==> src/rtl/calc_pkg.sv <==
// Shared definitions for the calculator key sequencer.
// Holds the keypad codes, the controller state encoding and the default
// operand width in BCD digits.
package calc_pkg;

    localparam int unsigned NDIG_DEF = 4;

    localparam logic [3:0] KEY_PLUS  = 4'd10;
    localparam logic [3:0] KEY_MINUS = 4'd11;
    localparam logic [3:0] KEY_CLR   = 4'd12;
    localparam logic [3:0] KEY_EQ    = 4'd15;

    typedef enum logic [2:0] {
        ST_ENTER_A,
        ST_ENTER_B,
        ST_WAIT_ALU,
        ST_SHOW_RESULT,
        ST_ERROR
    } state_t;

    function automatic logic is_digit(input logic [3:0] code);
        return code <= 4'd9;
    endfunction

endpackage

==> src/rtl/bcd_digit_shift.sv <==
// Combinational BCD digit-entry step: value*10 + digit as a one-digit left shift.
// Ports:
//   value_in  current BCD value        cnt_in  significant digits entered so far
//   digit     new BCD digit            value_out/cnt_out  updated value/count
//   full      value already holds NDIG significant digits (digit is dropped)
module bcd_digit_shift
    import calc_pkg::*;
#(
    parameter int unsigned NDIG = NDIG_DEF,
    parameter int unsigned CW   = $clog2(NDIG + 1)
) (
    input  logic [4*NDIG-1:0] value_in,
    input  logic [CW-1:0]     cnt_in,
    input  logic [3:0]        digit,
    output logic [4*NDIG-1:0] value_out,
    output logic [CW-1:0]     cnt_out,
    output logic              full
);

    always_comb begin
        full      = (cnt_in == CW'(NDIG));
        value_out = value_in;
        cnt_out   = cnt_in;
        if (!full) begin
            value_out = {value_in[4*NDIG-5:0], digit};
            // Leading zeros leave the value at zero and are not counted.
            if (value_out != '0) begin
                cnt_out = cnt_in + CW'(1);
            end
        end
    end

endmodule

==> src/rtl/calc_key_sequencer.sv <==
// Calculator top-level controller.
// Assembles BCD operands A and B from keypad events, latches +/-, launches the
// shared BCD ALU via alu_start/alu_done and holds the result for the display.
// Ports:
//   clk, reset                    clock, synchronous active-high reset
//   key_valid, key_code           decoded keypad event (single-cycle pulse)
//   alu_done, alu_result,
//   alu_neg, alu_ovf              ALU completion and result
//   alu_start, alu_sub,
//   alu_a, alu_b                  ALU launch pulse and operands
//   disp_bcd, disp_neg            display value and sign
//   busy, error                   waiting on ALU / error state
module calc_key_sequencer
    import calc_pkg::*;
#(
    parameter int unsigned NDIG    = NDIG_DEF,
    parameter int unsigned TIMEOUT = 16
) (
    input  logic              clk,
    input  logic              reset,
    input  logic              key_valid,
    input  logic [3:0]        key_code,
    input  logic              alu_done,
    input  logic [4*NDIG-1:0] alu_result,
    input  logic              alu_neg,
    input  logic              alu_ovf,
    output logic              alu_start,
    output logic              alu_sub,
    output logic [4*NDIG-1:0] alu_a,
    output logic [4*NDIG-1:0] alu_b,
    output logic [4*NDIG-1:0] disp_bcd,
    output logic              disp_neg,
    output logic              busy,
    output logic              error
);

    localparam int unsigned CW = $clog2(NDIG + 1);
    localparam int unsigned WW = $clog2(TIMEOUT + 1);

    state_t            state_q, state_d;
    logic [4*NDIG-1:0] a_q, a_d, b_q, b_d, disp_q, disp_d;
    logic [CW-1:0]     a_cnt_q, a_cnt_d, b_cnt_q, b_cnt_d;
    logic              b_seen_q, b_seen_d;
    logic              sub_q, sub_d, start_q, start_d;
    logic              neg_q, neg_d, busy_q, busy_d, err_q, err_d;
    logic [WW-1:0]     wd_q, wd_d;

    logic [4*NDIG-1:0] sh_in, sh_out;
    logic [CW-1:0]     sh_cnt_in, sh_cnt_out;
    logic              sh_full;
    logic              key_dig, key_op, key_eq, key_clr;

    assign key_dig = key_valid && is_digit(key_code);
    assign key_op  = key_valid && (key_code == KEY_PLUS || key_code == KEY_MINUS);
    assign key_eq  = key_valid && (key_code == KEY_EQ);
    assign key_clr = key_valid && (key_code == KEY_CLR);

    // One shifter serves both operands; a digit after a result starts A from zero.
    always_comb begin
        sh_in     = a_q;
        sh_cnt_in = a_cnt_q;
        if (state_q == ST_ENTER_B) begin
            sh_in     = b_q;
            sh_cnt_in = b_cnt_q;
        end else if (state_q == ST_SHOW_RESULT) begin
            sh_in     = '0;
            sh_cnt_in = '0;
        end
    end

    bcd_digit_shift #(
        .NDIG (NDIG),
        .CW   (CW)
    ) u_shift (
        .value_in  (sh_in),
        .cnt_in    (sh_cnt_in),
        .digit     (key_code),
        .value_out (sh_out),
        .cnt_out   (sh_cnt_out),
        .full      (sh_full)
    );

    always_comb begin
        state_d  = state_q;
        a_d      = a_q;
        b_d      = b_q;
        a_cnt_d  = a_cnt_q;
        b_cnt_d  = b_cnt_q;
        b_seen_d = b_seen_q;
        sub_d    = sub_q;
        start_d  = 1'b0;
        disp_d   = disp_q;
        neg_d    = neg_q;
        busy_d   = busy_q;
        err_d    = err_q;
        wd_d     = wd_q;

        unique case (state_q)
            ST_ENTER_A: begin
                if (key_dig) begin
                    a_d     = sh_out;
                    a_cnt_d = sh_cnt_out;
                    disp_d  = sh_out;
                end else if (key_op) begin
                    sub_d    = (key_code == KEY_MINUS);
                    b_d      = '0;
                    b_cnt_d  = '0;
                    b_seen_d = 1'b0;
                    state_d  = ST_ENTER_B;
                end
            end
            ST_ENTER_B: begin
                if (key_dig) begin
                    b_d      = sh_out;
                    b_cnt_d  = sh_cnt_out;
                    b_seen_d = 1'b1;
                    disp_d   = sh_out;
                end else if (key_op) begin
                    if (b_cnt_q == '0) begin
                        sub_d = (key_code == KEY_MINUS);
                    end
                end else if (key_eq) begin
                    start_d = 1'b1;
                    busy_d  = 1'b1;
                    wd_d    = '0;
                    state_d = ST_WAIT_ALU;
                end
            end
            ST_WAIT_ALU: begin
                // alu_done takes precedence over the watchdog boundary.
                if (alu_done) begin
                    busy_d = 1'b0;
                    if (alu_ovf) begin
                        err_d   = 1'b1;
                        disp_d  = '0;
                        neg_d   = 1'b0;
                        state_d = ST_ERROR;
                    end else begin
                        disp_d  = alu_result;
                        neg_d   = alu_neg;
                        state_d = ST_SHOW_RESULT;
                    end
                end else if (wd_q == WW'(TIMEOUT - 1)) begin
                    busy_d  = 1'b0;
                    err_d   = 1'b1;
                    disp_d  = '0;
                    neg_d   = 1'b0;
                    state_d = ST_ERROR;
                end else begin
                    wd_d = wd_q + WW'(1);
                end
            end
            ST_SHOW_RESULT: begin
                if (key_op) begin
                    if (!neg_q) begin
                        a_d      = disp_q;
                        a_cnt_d  = '0;
                        sub_d    = (key_code == KEY_MINUS);
                        b_d      = '0;
                        b_cnt_d  = '0;
                        b_seen_d = 1'b0;
                        state_d  = ST_ENTER_B;
                    end
                end else if (key_dig) begin
                    a_d     = sh_out;
                    a_cnt_d = sh_cnt_out;
                    disp_d  = sh_out;
                    neg_d   = 1'b0;
                    state_d = ST_ENTER_A;
                end
            end
            ST_ERROR: begin
            end
            default: state_d = ST_ENTER_A;
        endcase

        if (key_clr) begin
            state_d  = ST_ENTER_A;
            a_d      = '0;
            b_d      = '0;
            a_cnt_d  = '0;
            b_cnt_d  = '0;
            b_seen_d = 1'b0;
            sub_d    = 1'b0;
            start_d  = 1'b0;
            disp_d   = '0;
            neg_d    = 1'b0;
            busy_d   = 1'b0;
            err_d    = 1'b0;
            wd_d     = '0;
        end
    end

    always_ff @(posedge clk) begin
        if (reset) begin
            state_q  <= ST_ENTER_A;
            a_q      <= '0;
            b_q      <= '0;
            a_cnt_q  <= '0;
            b_cnt_q  <= '0;
            b_seen_q <= 1'b0;
            sub_q    <= 1'b0;
            start_q  <= 1'b0;
            disp_q   <= '0;
            neg_q    <= 1'b0;
            busy_q   <= 1'b0;
            err_q    <= 1'b0;
            wd_q     <= '0;
        end else begin
            state_q  <= state_d;
            a_q      <= a_d;
            b_q      <= b_d;
            a_cnt_q  <= a_cnt_d;
            b_cnt_q  <= b_cnt_d;
            b_seen_q <= b_seen_d;
            sub_q    <= sub_d;
            start_q  <= start_d;
            disp_q   <= disp_d;
            neg_q    <= neg_d;
            busy_q   <= busy_d;
            err_q    <= err_d;
            wd_q     <= wd_d;
        end
    end

    assign alu_start = start_q;
    assign alu_sub   = sub_q;
    assign alu_a     = a_q;
    assign alu_b     = b_q;
    assign disp_bcd  = disp_q;
    assign disp_neg  = neg_q;
    assign busy      = busy_q;
    assign error     = err_q;

endmodule

==> config.mk <==
export PLATFORM = sky130hd
export DESIGN_NAME = calc_key_sequencer
export DESIGN_NICKNAME = d
export VERILOG_FILES = /design/src/rtl/calc_pkg.sv /design/src/rtl/bcd_digit_shift.sv /design/src/rtl/calc_key_sequencer.sv
export SDC_FILE = /design/constraint.sdc
export NUM_CORES = 1
export LEC_CHECK = 0
export CAP_MARGIN = 20
export CORE_MARGIN = 3
export CORE_UTILIZATION = 35
export CTS_CLUSTER_SIZE = 25
export DETAILED_ROUTE_END_ITERATION = 7
export HOLD_SLACK_MARGIN = 0.15
export PLACE_DENSITY = 0.55
export SLEW_MARGIN = 30
export SYNTH_ARGS = -nofsm -noshare
export SYNTH_HDL_FRONTEND = slang
export SYNTH_SLANG_ARGS = --single-unit
==> constraint.sdc <==
create_clock -name clk -period 7.36 [get_ports clk]
set_clock_uncertainty 0.1 [all_clocks]
set_input_delay 1.104 -clock clk [delete_from_list [all_inputs] [get_ports clk]]
set_output_delay 1.104 -clock clk [all_outputs]
set_load 0.01 [all_outputs]
Yosys cells after proc, flatten, opt, wreduce, memory -nomap -nowiden:

Cells that the tools add are included.

* bitwise gates (word level): 2
* $add $sub $neg: 2
* mux-type cells: 73
* eq/ne operators: 28
* reductions and logical operators: 26
* magnitude comparators: 1

Operators with widths (count)
* $mux W16: 16
* $pmux W16 S3: 2
* $mux W3: 22
* $pmux W16 S2: 1
* $ne A2 B2 Y1 const B: 13
* $mux W5: 5
* $mux W1: 20
* $eq A4 B4 Y1 const B: 4
* $reduce_bool A16 Y1: 1
* $pmux W3 S5: 1
* $reduce_and A6 Y1: 2
* $pmux W5 S2: 1
* $ne A3 B3 Y1 const B: 3
* $pmux W3 S3: 1
* $reduce_and A9 Y1: 1
* $reduce_and A8 Y1: 1
* $reduce_bool A2 Y1: 4
* $eq A3 B2 Y1 const B: 2
* $eq A3 B3 Y1 const B: 2
* $logic_not A3 Y1: 2
* $pmux W3 S2: 1
* $reduce_and A3 Y1: 2
* $reduce_bool A3 Y1: 2
* $add A5 B1 Y5 const B: 1
* 15 further kinds: 22

* logic and storage cells: 144
* bits in registers: 67
* input port bits: 26

Logic depth before layout (Yosys ltp):

Gate-level depths: netlist of run 1.

* depth after elaboration: 9
* gate-level depth with buffers: 13
* mapped depth without buffers: 8

Cells and area by module:

Synthesis of run 1 repeated with hierarchy kept, for this count alone.

* cells, all modules: 421
* area, all modules: 3599.7 um2

By module, submodules not included
* calc_key_sequencer: area an instance 3219.3 um2, cells each 387, seq. area each 1341.3 um2, times used 1
* bcd_digit_shift: area an instance 380.4 um2, cells each 34, seq. area each 0.0 um2, times used 1

Least setup slack after synthesis of run 1:

Ideal clock, no wire load.

* kind: input-to-reg
* start: input port key_code[2]
* end: register a_q[15] (netlist: alu_a[15])
* arrival time: 2.627 ns
* slack: 4.564 ns
* stages: 9
* required time: 7.190 ns
* setup time: 0.070 ns
* cell sequence: clkbuf_1 -> o21ai_1 -> and2_1 -> buf_2 -> o21bai_1 -> a21oi_1 -> clkbuf_1 -> o21ai_0 -> a21oi_1

* longest elaborated chain between the ends: 5
* elaborated cells on any way between the ends: 14
* those cells by class: order compare (1); eq/ne (4); mux (3); reduce/logical (6)

RTL lines
* from (decl): RTL line calc_key_sequencer.sv:22 `input logic [3:0] key_code,`
* $le A4 B4 Y1 or $eq A4 B4 Y1 (tied branches): RTL line calc_pkg.sv:22, calc_key_sequencer.sv:54
* $logic_and A1 B1 Y1 or $logic_or A1 B1 Y1 (tied branches): RTL line calc_key_sequencer.sv:53, calc_key_sequencer.sv:54
* $mux W16 or $logic_and A1 B1 Y1 (tied branches)
* $mux W16 or $ne A3 B3 Y1 (tied branches)
* $pmux W16 S2 or $reduce_and A2 Y1 (tied branches)
* to (signal assigned): RTL line calc_key_sequencer.sv:197 `a_q <= '0;`
* to (signal assigned): RTL line calc_key_sequencer.sv:211 `a_q <= a_d;`
* to (decl): RTL line calc_key_sequencer.sv:41 `logic [4*NDIG-1:0] a_q, a_d, b_q, b_d, disp_q, disp_d;`

Parallel ways exist; a longest one is shown, timed or not.
A chain may end at the register's enable or synchronous reset.

Worst setup path in the final report of run 1:

* start: input port key_code[2]
* end: register disp_q[2] (netlist: disp_bcd[2])

* longest elaborated chain between the ends: 5
* elaborated cells on any way between the ends: 15
* those cells by class: order compare (1); eq/ne (4); mux (4); reduce/logical (6)

RTL lines
* $le A4 B4 Y1 or $eq A4 B4 Y1 (tied branches): RTL line calc_pkg.sv:22, calc_key_sequencer.sv:54
* $logic_and A1 B1 Y1 or $logic_or A1 B1 Y1 (tied branches): RTL line calc_key_sequencer.sv:53, calc_key_sequencer.sv:54
* $mux W16 or $logic_and A1 B1 Y1 (tied branches)
* $mux W16 or $ne A2 B2 Y1 (tied branches)
* $pmux W16 S3 or $reduce_and A3 Y1 (tied branches)
* to (signal assigned): RTL line calc_key_sequencer.sv:218 `disp_q <= disp_d;`
* to (decl): RTL line calc_key_sequencer.sv:41

Parallel ways exist; a longest one is shown, timed or not. The select of a mux whose other input is x is not followed.

==> results of run 1 <==
[metrics by stage]
step | hold slack, ps | area (um^2) | util [%]
4_1_cts | 390 | 4660 | 47.5
3_5_place_dp | 371 | 4430 | 45.2
2_1_floorplan | 347 | 3560 | -
3_3_place_gp | 365 | 4420 | 45.0
5_1_grt | 411 | 4660 | 47.5
6_report | 388 | 4660 | 47.5
[cell families after synthesis]
kind of cell	after synthesis	share of synthesized area, %
flops	67	37.6
fa+ha+maj	4	1.40
buf+inv	43	5.55
simple gates	136	20.8
xor+xnor	3	0.737
compound gates	150	27.8
mux	21	6.04
[critical path, delay by kind of cell]
kind / cells / cell delay (ps)
compound gates: 4 / 970
buf+inv: 2 / 900
simple gates: 2 / 590
[path summary, 6_finish.rpt]
check                               start  slack (ps)  cells after the start                        end
setup / recovery              key_code[2]        3930                      8   disp_bcd[2]$_SDFFE_PP0P_
hold / removal    b_cnt_q[0]$_SDFFE_PP0P_         390                      2    b_cnt_q[0]$_SDFFE_PP0P_
setup reg to reg  state_q[0]$_SDFFE_PP0P_        4160                     10  disp_bcd[14]$_SDFFE_PP0P_
hold reg to reg   b_cnt_q[0]$_SDFFE_PP0P_         390                      2    b_cnt_q[0]$_SDFFE_PP0P_
[cells in the mapped netlist (all sizes together), types with 3 or more instances]
master,n,area share (%)
a211oi,17,3.7
a21oi,58,8.1
a22o,4,0.98
a22oi,15,3.2
and3,16,2.8
buf,11,2.2
clkbuf,27,2.8
dfxtp,67,38
ha,4,1.4
inv,5,0.53
mux2i,20,5.6
nand2,11,1.2
nand2b,5,1.1
nand3,9,1.3
nand4,3,0.53
nor2,56,5.9
nor2b,4,0.70
nor3,5,0.84
nor3b,7,1.5
nor4bb,13,3.7
o211a,3,0.84
o21ai,18,2.5
o21bai,4,0.84
o22ai,15,2.6
[power by group through the flow]
stage | clock network, mW | logic [mW] | registers [mW]
3_3_place_gp | 0 | 0.527 | 0.472
2_1_floorplan | 0 | 0.301 | 0.487
3_5_place_dp | 0 | 0.532 | 0.472
4_1_cts | 0.360 | 0.534 | 0.465
6_report | 0.356 | 0.535 | 0.465
5_1_grt | 0.377 | 0.588 | 0.472
[sequential cells by signal, indices dropped and copies added, names as in the netlist]
signal and count:
alu_start 1, error 1, state_q 3, alu_a 16, a_cnt_q 3, b_cnt_q 3
wd_q 5, alu_sub 1, disp_neg 1, busy 1, alu_b 16, disp_bcd 16
[cell type report]
type	instances	area (um^2)
multi-input cells	314	2030
repair buffers	90	875
clock buffers	10	138
inverters	5	18.8
fillers	1021	5160
flip-flops and latches	67	1340
well taps	133	166
clock inverters	6	88.8
[routing by layer]
layer  vias to the layer above  wire length (um)
met5                         -                 0
met4                         0               236
met3                        15               724
met2                       127              5560
met1                      1713              5390
li1                       1701                 -
==> impl_metrics.toml, run 1 <==
[run_status]
status = "finished clean"

[clocking]
cts_tree = "done"
cts_setup_buffers = 0
clock-root-buffer = "clkbuf_8"
cts_max_level = 3
ctsHoldBuffers = 0
post_cts_resized = 0
cts-buffers-inserted = 9
clockBufferDepth = 2
clkSinkCount = 67
worst_skew_pair.late_latency_ps = 350
clk_pin_slew_worst_paths_ps = 80

[grt]
grt_max_degree = 47
busiest_layer = "met2"
first_global_vias = 3361
grt.total_usage_pct = 21.4
met1_usage_pct = 29.6
grt_pass1_wl_um = 19100
use_met2_pct = 33.4
overflow = 0
grt_util_met3_pct = 3.31
antenna_found_initial = 0

[power]
seq_power_share_pct = 34.3
power_density_nw_per_um2 = 291
finalPower_mw = 1.36
clockPowerShare_pct = 26.2
vdd_drop_max_v = 0.000112
pwr-share-comb_pct = 39.5
power.switching_uw = 516
intPower_uw = 840
power_leakage_nw = 1.78
sw_frac_of_total_pct = 38.1

[synthesis]
synth_cells = 424
ys_seq_elements = 67
synth_edf_count = 0
synth_seq_area_share_pct = 37.6
synthDistinctLibCells = 52
synthesis.nets = 454
synthFlopType = "dfxtp_1"
synthesis.area_um2 = 3560
yosysWarnings = 0
avgSynthCellArea_um2 = 8.41
async_flop_share_pct = 0

[run]
max_cap_viol_count = 0

[critical_path]
critPathMaxStageDelay_ps = 540
setup.worst_path.end_class = "register"
critPathSlowestCell = "clkdlybuf4s50_1"
cp.arrival_ps = 3580
path_cells = "clkdlybuf4s50_1 -> o21ai_1 -> and2_1 -> nor2_1 -> a211oi_4 -> buf_4 -> o211ai_1 -> o211a_1"
critical_path_class = "primary input to register"
worstPathRequired_ps = 7510
start_kind = "primary input"
cp_max_fo = 26

[detailed_routing]
drcViolationCount = 0
vias = 3556
vias_per_cell = 5.69
drt_pre_antenna_iters = 5
drt.antenna.violating_nets = 0
wirelength_um = 11900
wl_per_cell_um = 19.1
drtIter0Drc = 174

[timing]
slew_violations = 0
fmax_ghz = 0.291
layout_setup_ws_ps = 3930
hold_viol = 0
min_period_over_period_pct = 46.7
setup_violations = 0
relSlewSlack_pct = 46.9
fin_crit_ps = 3430
worstMarginPinSlew_ps = 794
rsz0062_at_grt = "false"
fin_setup_tns_ps = 0

[layout]
syn2layout_area_growth_pct = 30.7
num_antenna_cells = 0
drive_gt1_share_pct = 7.11
instances_no_fill = 625
mostFrequentLayoutCell = "clkdlybuf4s50_1"
finish.net_count = 517
final_cell_mix = "clkdlybuf4s50_1, dfxtp_1, a21oi_1"

[floorplanning]
initial_core_util_pct = 36.3
die_x_um = 107
core_um2 = 9820
die_area_um2 = 11400
io_pins = 79
num_rows = 36
die_h_um = 107

[place]
pre_cts_ws_ps = 3590
dp_hpwl_um = 8010
io_buffer_count = 78
place.gp.congestion = 0.835
dpl.cell_count = 609

[hold_path]
hold_path.class = "register to register"
Note: power is estimated with default switching activity, not from simulation.
==> run 2: changes to the inputs <==
--- a/config.mk
+++ b/config.mk
@@ -11,7 +11,7 @@
 export CTS_CLUSTER_SIZE = 25
 export DETAILED_ROUTE_END_ITERATION = 7
 export HOLD_SLACK_MARGIN = 0.15
-export PLACE_DENSITY = 0.55
+export PLACE_DENSITY = 0.57
 export SLEW_MARGIN = 30
 export SYNTH_ARGS = -nofsm -noshare
 export SYNTH_HDL_FRONTEND = slang
==> constraint.sdc (replaced) <==
create_clock -name clk -period 3 [get_ports clk]
set_clock_uncertainty 0.1 [all_clocks]
set_input_delay 0.45 -clock clk [delete_from_list [all_inputs] [get_ports clk]]
set_output_delay 0.45 -clock clk [all_outputs]
set_load 0.01 [all_outputs]
==> run 2 against run 1 <==
Via count rose by 2.4%. Routed wire length is 1.7% higher. Power increased by 140%. Utilization increased by 1.4 points. Largest cell class unchanged. Largest power group unchanged. Highest routed layer unchanged.
==> impl_metrics.toml, run 2 (synthesis results as in run 1) <==
[detailed_routing]
vias = 3641
vias_per_cell = 5.65
drcViolationCount = 0
drtIter0Drc = 202
drt_pre_antenna_iters = 5
wirelength_um = 12100
drt.antenna.violating_nets = 0
wl_per_cell_um = 18.8

[critical_path]
critical_path.most_common_cell = "a21oi_1"
path_cells = "buf_4 -> nor4bb_1 -> a21oi_1 -> nand2b_1 -> buf_12 -> mux2i_1 -> a21oi_1 -> a211oi_1"
cp_max_fo = 15
critPathSlowestCell = "dfxtp_1"
critPathMaxStageDelay_ps = 700
critical_path_class = "register to register"
setup.worst_path.end_class = "register"
start_kind = "register"
cp_num_buf_inv = 2
cp_top_family = "flip-flops"
worstPathRequired_ps = 3160
r2r_cells = 8
cp.depth = 8
cp.arrival_ps = 2930

[place]
dpl.cell_count = 628
place_area_um2 = 4600
dp_hpwl_um = 8590
place.gp.congestion = 0.874
pre_cts_ws_ps = 150
io_buffer_count = 78

[floorplanning]
core_um2 = 9820
initial_core_util_pct = 36.3
io_pins = 79
die_h_um = 107
die_x_um = 107
num_rows = 36
die_area_um2 = 11400

[clocking]
ctsHoldBuffers = 0
clockBufferDepth = 2
cts_tree = "done"
clock-root-buffer = "clkbuf_8"
worst_skew_pair.late_latency_ps = 340
cts_setup_buffers = 0
post_cts_resized = 0
clkSinkCount = 67
cts-buffers-inserted = 9
clk_pin_slew_worst_paths_ps = 70
cts_max_level = 3

[timing]
min_period_over_period_pct = 92.4
whs_ps = 375
worstMarginPinSlew_ps = 779
layout_setup_ws_ps = 227
rsz0062_at_grt = "false"
slew_violations = 0
fin_setup_tns_ps = 0
fin_crit_ps = 2770
hold_viol = 0
setup_violations = 0
relSlewSlack_pct = 48.1
fmax_ghz = 0.361

[layout]
mostFrequentLayoutCell = "clkdlybuf4s50_1"
ff_latch_area_um2 = 1340
fin_area_um2 = 4800
num_antenna_cells = 0
final_cell_mix = "clkdlybuf4s50_1, dfxtp_1, a21oi_1"
instances_no_fill = 644
final_core_util_pct = 48.9
multiInputGateArea_um2 = 2040
syn2layout_area_growth_pct = 34.6
fillers = 1008
finish.net_count = 536
drive_gt1_share_pct = 10.6

[grt]
grt_pass1_wl_um = 18900
grt.total_usage_pct = 21.4
grt_max_degree = 29
overflow = 0
first_global_vias = 3489
antenna_found_initial = 0

[hold_path]
hold_depth = 2
hold_path.class = "register to register"

[power]
finalPower_mw = 3.30
power_leakage_nw = 1.86
power_density_nw_per_um2 = 689
vdd_drop_max_v = 0.000293

[run_status]
status = "finished clean"

[run]
max_cap_viol_count = 0
run 2: routing by layer:
layer	vias up	global-route usage [%]	wire, um
li1	1743	-	-
met2	138	34.1	5600
met4	0	6.94	204
met1	1744	29.2	5510
met3	16	4.09	798
met5	-	0	0
run 2: tightest hold or removal path: cells and delay by family (launching register included):
kind / cells / cell delay, ps
compound gates: 1 / 40
flops: 1 / 330
simple gates: 1 / 70
run 2: path summary, 6_finish.rpt:
kind / start / to / slack [ps]
setup reg to reg: state_q[1]$_SDFFE_PP0P_ / disp_bcd[11]$_SDFFE_PP0P_ / 230
hold / removal: error$_SDFFE_PP0P_ / error$_SDFFE_PP0P_ / 370
hold reg to reg: error$_SDFFE_PP0P_ / error$_SDFFE_PP0P_ / 370
setup / recovery: state_q[1]$_SDFFE_PP0P_ / disp_bcd[11]$_SDFFE_PP0P_ / 230
run 2: final cells by class:
| cell class | count | area share [%] |
|---|---|---|
| tap | 133 | 3.47 |
| clock inverter | 6 | 1.38 |
| clock buffer | 10 | 2.66 |
| inverter | 5 | 0.391 |
| multi-input combinational | 314 | 42.5 |
| sequential | 67 | 28.0 |
| timing repair buffer | 109 | 21.6 |
run 2: report_power, final:
part	leakage (nW)	switching (mW)	internal, mW	total, mW
clock network	0.0885	0.358	0.384	0.742
logic	1.23	0.771	0.623	1.39
registers	0.546	0.142	1.03	1.17
total	1.86	1.27	2.03	3.30
